===== config.mk =====
export PLATFORM = sky130hd
export DESIGN_NAME = fetch_unit_flat
export DESIGN_NICKNAME = d
export VERILOG_FILES = /design/src/rtl/fetch_pkg.sv /design/src/rtl/fetch_unit_if.sv /design/src/rtl/fetch_queue.sv /design/src/rtl/fetch_unit.sv /design/src/flat_wrapper.sv
export SDC_FILE = /design/constraint.sdc
export NUM_CORES = 1
export LEC_CHECK = 0
export ABC_CLOCK_PERIOD_IN_PS = 9500
export CAP_MARGIN = 20
export CORE_AREA = 3 3 158 130
export DETAILED_ROUTE_END_ITERATION = 6
export DIE_AREA = 0 0 161 133
export PLACE_DENSITY = 0.65
export SYNTH_ARGS = -nofsm -noshare
export SYNTH_HDL_FRONTEND = slang
export SYNTH_SLANG_ARGS = --single-unit

===== constraint.sdc =====
create_clock -name clk -period 9.5 [get_ports clk]
set_input_delay 1.9 -clock clk [delete_from_list [all_inputs] [get_ports clk]]
set_output_delay 1.9 -clock clk [all_outputs]
set_load 0.01 [all_outputs]

===== src/rtl/fetch_pkg.sv =====
// fetch_pkg: shared types and constants for the instruction-fetch front end.
// Holds the default reset vector, the NOP used for faulted fetches, the
// queue entry struct and the ROM-window helper.
package fetch_pkg;

  localparam int unsigned ADDR_W = 32;
  localparam int unsigned DATA_W = 32;

  localparam logic [ADDR_W-1:0] DEFAULT_RESET_VECTOR = 32'hBFC0_0000;
  localparam logic [ADDR_W-1:0] DEFAULT_ROM_BYTES    = 32'h0000_1000;
  localparam logic [DATA_W-1:0] NOP_INSTR            = 32'h0000_0013;

  typedef struct packed {
    logic [ADDR_W-1:0] pc;
    logic [DATA_W-1:0] instr;
    logic              fault;
  } fetch_entry_t;

  // An unsigned offset from the window base is in range exactly when it is
  // below the window size, which also covers addresses below the base.
  function automatic logic in_rom_window(input logic [ADDR_W-1:0] addr,
                                         input logic [ADDR_W-1:0] base,
                                         input logic [ADDR_W-1:0] size);
    logic [ADDR_W-1:0] offset;
    offset = addr - base;
    return (offset < size);
  endfunction

endpackage


===== src/rtl/fetch_unit_if.sv =====
// fetch_unit_if: ROM, redirect and decode-handshake signals of the fetch unit.
// master = fetch unit side, slave = environment (ROM, execute, decode).
interface fetch_unit_if #(
  parameter int unsigned ADDR_WIDTH = 32,
  parameter int unsigned DATA_WIDTH = 32
);

  logic [ADDR_WIDTH-1:0] pc;
  logic [DATA_WIDTH-1:0] instr;
  logic                  redirect;
  logic [ADDR_WIDTH-1:0] redirect_pc;
  logic                  out_valid;
  logic                  out_ready;
  logic [ADDR_WIDTH-1:0] out_pc;
  logic [DATA_WIDTH-1:0] out_instr;
  logic                  out_fault;

  modport master (
    output pc,
    input  instr,
    input  redirect,
    input  redirect_pc,
    output out_valid,
    input  out_ready,
    output out_pc,
    output out_instr,
    output out_fault
  );

  modport slave (
    input  pc,
    output instr,
    output redirect,
    output redirect_pc,
    input  out_valid,
    output out_ready,
    input  out_pc,
    input  out_instr,
    input  out_fault
  );

endinterface


===== src/rtl/fetch_queue.sv =====
// fetch_queue: 2-entry FIFO of fetch entries. Entry 0 is always the head.
// Flush wins over push/pop; push while full is accepted only with a pop.
module fetch_queue
  import fetch_pkg::*;
(
  input  logic         clk,
  input  logic         rst,
  input  logic         push,
  input  fetch_entry_t push_entry,
  input  logic         pop,
  input  logic         flush,
  output fetch_entry_t head,
  output logic [1:0]   count,
  output logic         full,
  output logic         empty
);

  fetch_entry_t e0_q, e0_d;
  fetch_entry_t e1_q, e1_d;
  logic [1:0]   count_q, count_d;
  logic         pop_ok_s;
  logic         push_ok_s;

  assign empty     = (count_q == 2'd0);
  assign full      = (count_q == 2'd2);
  assign count     = count_q;
  assign head      = e0_q;
  assign pop_ok_s  = pop && !empty;
  assign push_ok_s = push && (!full || pop_ok_s);

  // Next-state of the two slots and the occupancy count.
  always_comb begin
    e0_d    = e0_q;
    e1_d    = e1_q;
    count_d = count_q;
    if (flush) begin
      count_d = 2'd0;
    end else begin
      case ({push_ok_s, pop_ok_s})
        2'b10: begin
          if (count_q == 2'd0) begin
            e0_d = push_entry;
          end else begin
            e1_d = push_entry;
          end
          count_d = count_q + 2'd1;
        end
        2'b01: begin
          e0_d    = e1_q;
          count_d = count_q - 2'd1;
        end
        2'b11: begin
          if (count_q == 2'd2) begin
            e0_d = e1_q;
            e1_d = push_entry;
          end else begin
            e0_d = push_entry;
          end
        end
        default: begin
          count_d = count_q;
        end
      endcase
    end
  end

  // Slot and count registers.
  always_ff @(posedge clk or posedge rst) begin
    if (rst) begin
      e0_q    <= '0;
      e1_q    <= '0;
      count_q <= 2'd0;
    end else begin
      e0_q    <= e0_d;
      e1_q    <= e1_d;
      count_q <= count_d;
    end
  end

endmodule


===== src/rtl/fetch_unit.sv =====
// fetch_unit: program counter, fetch fire logic and optional ROM range check
// in front of a 2-entry fetch queue.
// Optional feature macro: FETCH_RANGE_CHECK_EN -- fetches outside the ROM
// window are queued as NOP with the fault bit set.
module fetch_unit
  import fetch_pkg::*;
#(
  parameter int unsigned              ADDR_WIDTH   = 32,
  parameter int unsigned              DATA_WIDTH   = 32,
  parameter logic [ADDR_WIDTH-1:0]    RESET_VECTOR = DEFAULT_RESET_VECTOR,
  parameter logic [ADDR_WIDTH-1:0]    ROM_BYTES    = DEFAULT_ROM_BYTES
) (
  input  logic          clk,
  input  logic          rst,
  fetch_unit_if.master  bus
);

  // The queue entry type is fixed-width; reject configurations it cannot hold.
  if ((ADDR_WIDTH != ADDR_W) || (DATA_WIDTH != DATA_W) || (ROM_BYTES == '0)) begin : g_bad_cfg
    $error("fetch_unit: unsupported width or empty ROM window");
  end

  logic [ADDR_WIDTH-1:0] pc_q, pc_d;
  logic [ADDR_WIDTH-1:0] target_s;
  logic [DATA_WIDTH-1:0] instr_s;
  logic                  fault_s;
  logic                  valid_s;
  logic                  pop_s;
  logic                  fire_s;
  logic [1:0]            count_s;
  logic                  full_s;
  logic                  empty_s;
  fetch_entry_t          head_s;
  fetch_entry_t          push_entry_s;

  // Redirect masks the head so decode never consumes a wrong-path entry.
  assign valid_s  = (count_s != 2'd0) && !bus.redirect;
  assign pop_s    = valid_s && bus.out_ready;
  assign fire_s   = !bus.redirect && (!full_s || pop_s);
  assign target_s = bus.redirect_pc & ~ADDR_WIDTH'(3);

  // Range check on the fetched word (passthrough when the feature is off).
  always_comb begin
    instr_s = bus.instr;
    fault_s = 1'b0;
`ifdef FETCH_RANGE_CHECK_EN
    if (!in_rom_window(pc_q, RESET_VECTOR, ROM_BYTES)) begin
      instr_s = NOP_INSTR;
      fault_s = 1'b1;
    end else begin
      instr_s = bus.instr;
      fault_s = 1'b0;
    end
`else
    instr_s = bus.instr;
    fault_s = 1'b0;
`endif
  end

  assign push_entry_s = '{pc: pc_q, instr: instr_s, fault: fault_s};

  // PC next-state: redirect first, then advance on fire, else hold.
  always_comb begin
    pc_d = pc_q;
    if (bus.redirect) begin
      pc_d = target_s;
    end else if (fire_s) begin
      pc_d = pc_q + ADDR_WIDTH'(4);
    end else begin
      pc_d = pc_q;
    end
  end

  // Program counter register.
  always_ff @(posedge clk or posedge rst) begin
    if (rst) begin
      pc_q <= RESET_VECTOR;
    end else begin
      pc_q <= pc_d;
    end
  end

  fetch_queue u_queue (
    .clk        (clk),
    .rst        (rst),
    .push       (fire_s),
    .push_entry (push_entry_s),
    .pop        (pop_s),
    .flush      (bus.redirect),
    .head       (head_s),
    .count      (count_s),
    .full       (full_s),
    .empty      (empty_s)
  );

  assign bus.pc        = pc_q;
  assign bus.out_valid = valid_s;
  assign bus.out_pc    = empty_s ? '0 : head_s.pc;
  assign bus.out_instr = empty_s ? '0 : head_s.instr;
  assign bus.out_fault = empty_s ? 1'b0 : head_s.fault;

endmodule


===== src/flat_wrapper.sv =====
// flat-port wrapper written by rule: the top's interface ports become plain ports
module fetch_unit_flat import fetch_pkg::*;
#(
  parameter int unsigned              ADDR_WIDTH   = 32,
  parameter int unsigned              DATA_WIDTH   = 32,
  parameter logic [ADDR_WIDTH-1:0]    RESET_VECTOR = DEFAULT_RESET_VECTOR,
  parameter logic [ADDR_WIDTH-1:0]    ROM_BYTES    = DEFAULT_ROM_BYTES
)
  (clk, rst, bus_pc, bus_instr, bus_redirect, bus_redirect_pc, bus_out_valid, bus_out_ready, bus_out_pc, bus_out_instr, bus_out_fault);
  fetch_unit_if #(.ADDR_WIDTH(ADDR_WIDTH), .DATA_WIDTH(DATA_WIDTH)) bus_i ();
  input  logic clk;
  input  logic rst;
  output wire logic [$bits(bus_i.pc)-1:0] bus_pc;
  input wire logic [$bits(bus_i.instr)-1:0] bus_instr;
  input wire logic [$bits(bus_i.redirect)-1:0] bus_redirect;
  input wire logic [$bits(bus_i.redirect_pc)-1:0] bus_redirect_pc;
  output wire logic [$bits(bus_i.out_valid)-1:0] bus_out_valid;
  input wire logic [$bits(bus_i.out_ready)-1:0] bus_out_ready;
  output wire logic [$bits(bus_i.out_pc)-1:0] bus_out_pc;
  output wire logic [$bits(bus_i.out_instr)-1:0] bus_out_instr;
  output wire logic [$bits(bus_i.out_fault)-1:0] bus_out_fault;
  assign bus_pc = bus_i.pc;
  assign bus_i.instr = bus_instr;
  assign bus_i.redirect = bus_redirect;
  assign bus_i.redirect_pc = bus_redirect_pc;
  assign bus_out_valid = bus_i.out_valid;
  assign bus_i.out_ready = bus_out_ready;
  assign bus_out_pc = bus_i.out_pc;
  assign bus_out_instr = bus_i.out_instr;
  assign bus_out_fault = bus_i.out_fault;
  fetch_unit #(.ADDR_WIDTH(ADDR_WIDTH), .DATA_WIDTH(DATA_WIDTH), .RESET_VECTOR(RESET_VECTOR), .ROM_BYTES(ROM_BYTES)) u_core (.clk(clk), .rst(rst), .bus(bus_i));
endmodule

==> reports/qor.txt <==
Worst-case hold slack: 0.469 ns
CP startpoint: bus_redirect
Final TNS setup: 0 ns
Power density over the cells: 213 nW/um2
Synth-to-layout area growth: 32.0%
Setup crit end kind: output port
Worst Path Arrival: 3.33 ns
Placement row count: 45
Post-CTS setup buffers: 0
Num Clock Sinks: 157
Status: complete, no violations
Pre-CTS setup slack: 4.26 ns
Crit-path max FO: 44
Worst Tran Pin Value: 1.05 ns
Setup-failing EPs final: 0
Seq cells post-synth: 157
Num ports: 166
Final worst slack: 4.27 ns
Synth warnings: 0
Synth Cell Area: 7580 um2
Leak: 3.87 nW
DR vias: 5532
Worst setup path end: bus_out_valid
CP Data Required Time: 7.60 ns
Share of cells above drive strength 1: 14.0%
Clock tree buffer depth: 2
Vias in the first global route: 5539
Critical path type: in -> out
Ys flop type: dfrtp_1
HPWL after detailed placement: 12000 um
FFs w/ async S/R, synth: 100%
Post-synthesis area per instance: 10.8 um2
Synth Instances: 705
Max_slew headroom: 29.9%
Wirelength per Cell: 16.7 um
Die Span X: 161 um
Cell depth of the worst flop-to-flop path: 5
Layout Cells excl Fill: 1109
Fillers: 1757
Largest net degree at the start of global routing: 98
Register area share after synthesis: 52.0%
Diodes inserted: 0
# nets final: 908
H-tree depth: 4
Vias/cell: 4.99
Post-CTS Hold Buffers: 0
TritonRoute pass-1 iters: 4
Overflow after GRT: 0
Count of input and output buffers: 160
Reg-to-reg startpoint: u_core.u_queue.count[0]$_DFFE_PP0P_
RR Endpoint: u_core.u_queue.head[62]$_DFFE_PP0P_
Initial Utilization: 40.1%
Reg2Reg Setup Slack: 6.40 ns
Die area: 21400 um2
Clock-pin slew on the worst setup and hold paths: 0.06 ns
Tot Pwr: 2.13 mW
Worst skew pair latency: 0.42 ns
Final Hold Viols: 0
Final-report max-slew violation count: 0
Initial antenna violation count: 1
Maximum VDD drop: 0.000108 V
Unique masters post-synth: 42
Placed cell count: 1078
PostCTS Resize Cnt: 0
CORE AREA: 18900 um2
Clock root cell: clkbuf_16
Critical Path Source Type: input port
Max Fclk: 191 MHz
GRT Total Usage: 18.1%
Remaining DRCs: 0
Number of buffers created by CTS: 17
RSZ-0062 raised after global routing: false
Worst Hold Class: reg -> reg
Post-synth EDFFs: 0
Final wirelength: 18500 um
CTS tree: done
Final GP Congestion: 0.791
Final antenna-violating net count: 0
Max Cap Viol: 0
Crit path time final: 5.23 ns
Worst Skew: 0.0122 ns
DRT iter0 DRCs: 332
Period utilisation layout: 55.1%
First-pass GRT wire length: 31000 um
Die H: 133 um
## through the flow
step                utilization (%)  instance area, um2
finish                         52.9               10000
CTS                            52.9               10000
floorplan                         -                7590
detailed placement             49.4                9340
global placement               49.4                9340
global route                   52.9               10000
## logic make-up (layout without fill, tap and decap cells)
group,count (synthesis),after routing,share of synthesized area [%]
AO/OA/AOI/OAI,122,122,9.36
XOR/XNOR,10,10,1.16
adder cells (fa/ha/maj),1,1,0.165
buffers and inverters,60,204,3.63
flip-flops,157,157,52.0
multiplexers,126,126,17.7
other,1,3,0.0495
AND/OR/NAND/NOR,228,228,16.0
## sequential cells by signal (all words and copies together) (netlist names)
register and flops:
u_core.bus.pc 30, u_core.u_queue.count 2, u_core.u_queue.e1_q 62, u_core.u_queue.head 63
## cell type report
class	instances	area (um2)	area share, %
inverters	6	27.5	0.275
clock buffers	19	453	4.53
repair buffers	167	1650	16.5
clock inverters	12	209	2.09
flip-flops and latches	157	3940	39.4
well taps	258	323	3.23
multi-input cells	490	3400	34.0
## worst max-delay path, stage by stage
cell,delay [ns]
clkdlybuf4s50_1,0.45
buf_4,0.40
nor2_1,0.10
clkdlybuf4s50_1,0.49
## synth_stat cells (2+ instances only)
cell / n / area (um2)
a31oi_1: 14 / 87.6
buf_4: 6 / 45.0
xor2_1: 7 / 61.3
nand3_1: 12 / 60.1
and3_1: 3 / 18.8
o2111ai_1: 4 / 35.0
buf_2: 16 / 80.1
and2_1: 5 / 31.3
nor3_1: 2 / 10.0
and4_1: 4 / 35.0
clkbuf_1: 31 / 116
mux2_2: 63 / 709
nand2_1: 84 / 315
xnor2_1: 3 / 26.3
o21ai_0: 78 / 390
nand4_1: 7 / 43.8
dfrtp_1: 148 / 3700
mux2i_1: 63 / 631
nor2_1: 18 / 67.6
o31ai_1: 8 / 60.1
nor2b_1: 65 / 407
or4_1: 14 / 105
nand2b_1: 3 / 18.8
nand3b_1: 2 / 15.0
o211ai_1: 10 / 75.1
or3_1: 4 / 25.0
inv_1: 6 / 22.5
dfstp_2: 9 / 236
a21oi_1: 3 / 15.0
## report_power, final
part           switching (mW)  internal [mW]  total [mW]
clock                   0.287          0.482       0.769
sequential             0.0958          0.828       0.924
combinational           0.188          0.250       0.437
## cell usage in the layout (no fill, tap or decap), drive strengths merged, types with 4 or more instances in the layout
| cell type | count |
|---|---|
| clkdlybuf4s50 | 160 |
| dfrtp | 148 |
| nand2 | 84 |
| o21ai | 79 |
| nor2b | 66 |
| mux2i | 63 |
| mux2 | 63 |
| clkbuf | 19 |
| nor2 | 19 |
| or4 | 14 |
| a31oi | 14 |
| nand3 | 12 |
| o211ai | 10 |
| dfstp | 9 |
| o31ai | 8 |
| nand4 | 8 |
| inv | 8 |
| xor2 | 7 |
| buf | 7 |
| and2 | 5 |
| bufinv | 5 |
| and4 | 5 |
| o2111ai | 5 |
| or3 | 4 |
## per-layer routing
layer / share of wire (%) / vias up / track usage [%]
met3: 6.9 / 13 / 6.35
met2: 43 / 119 / 25.9
met1: 49 / 2667 / 26.2
met5: 0.070 / - / 0
li1: - / 2731 / -
met4: 0.70 / 2 / 4.59
## worst min path at each step
stage	startpoint	endpoint	slack, ns	depth (start not counted)
floorplan	u_core.u_queue.head[10]$_DFFE_PP0P_	u_core.u_queue.head[10]$_DFFE_PP0P_	0.44	2
global placement	u_core.u_queue.head[4]$_DFFE_PP0P_	u_core.u_queue.head[4]$_DFFE_PP0P_	0.45	2
detailed placement	u_core.u_queue.head[27]$_DFFE_PP0P_	u_core.u_queue.head[27]$_DFFE_PP0P_	0.46	2
CTS	u_core.u_queue.head[53]$_DFFE_PP0P_	u_core.u_queue.head[53]$_DFFE_PP0P_	0.48	2
global route	u_core.u_queue.head[41]$_DFFE_PP0P_	u_core.u_queue.head[41]$_DFFE_PP0P_	0.50	2
finish	u_core.u_queue.head[36]$_DFFE_PP0P_	u_core.u_queue.head[36]$_DFFE_PP0P_	0.47	2
(Power assumes the default switching activity.)
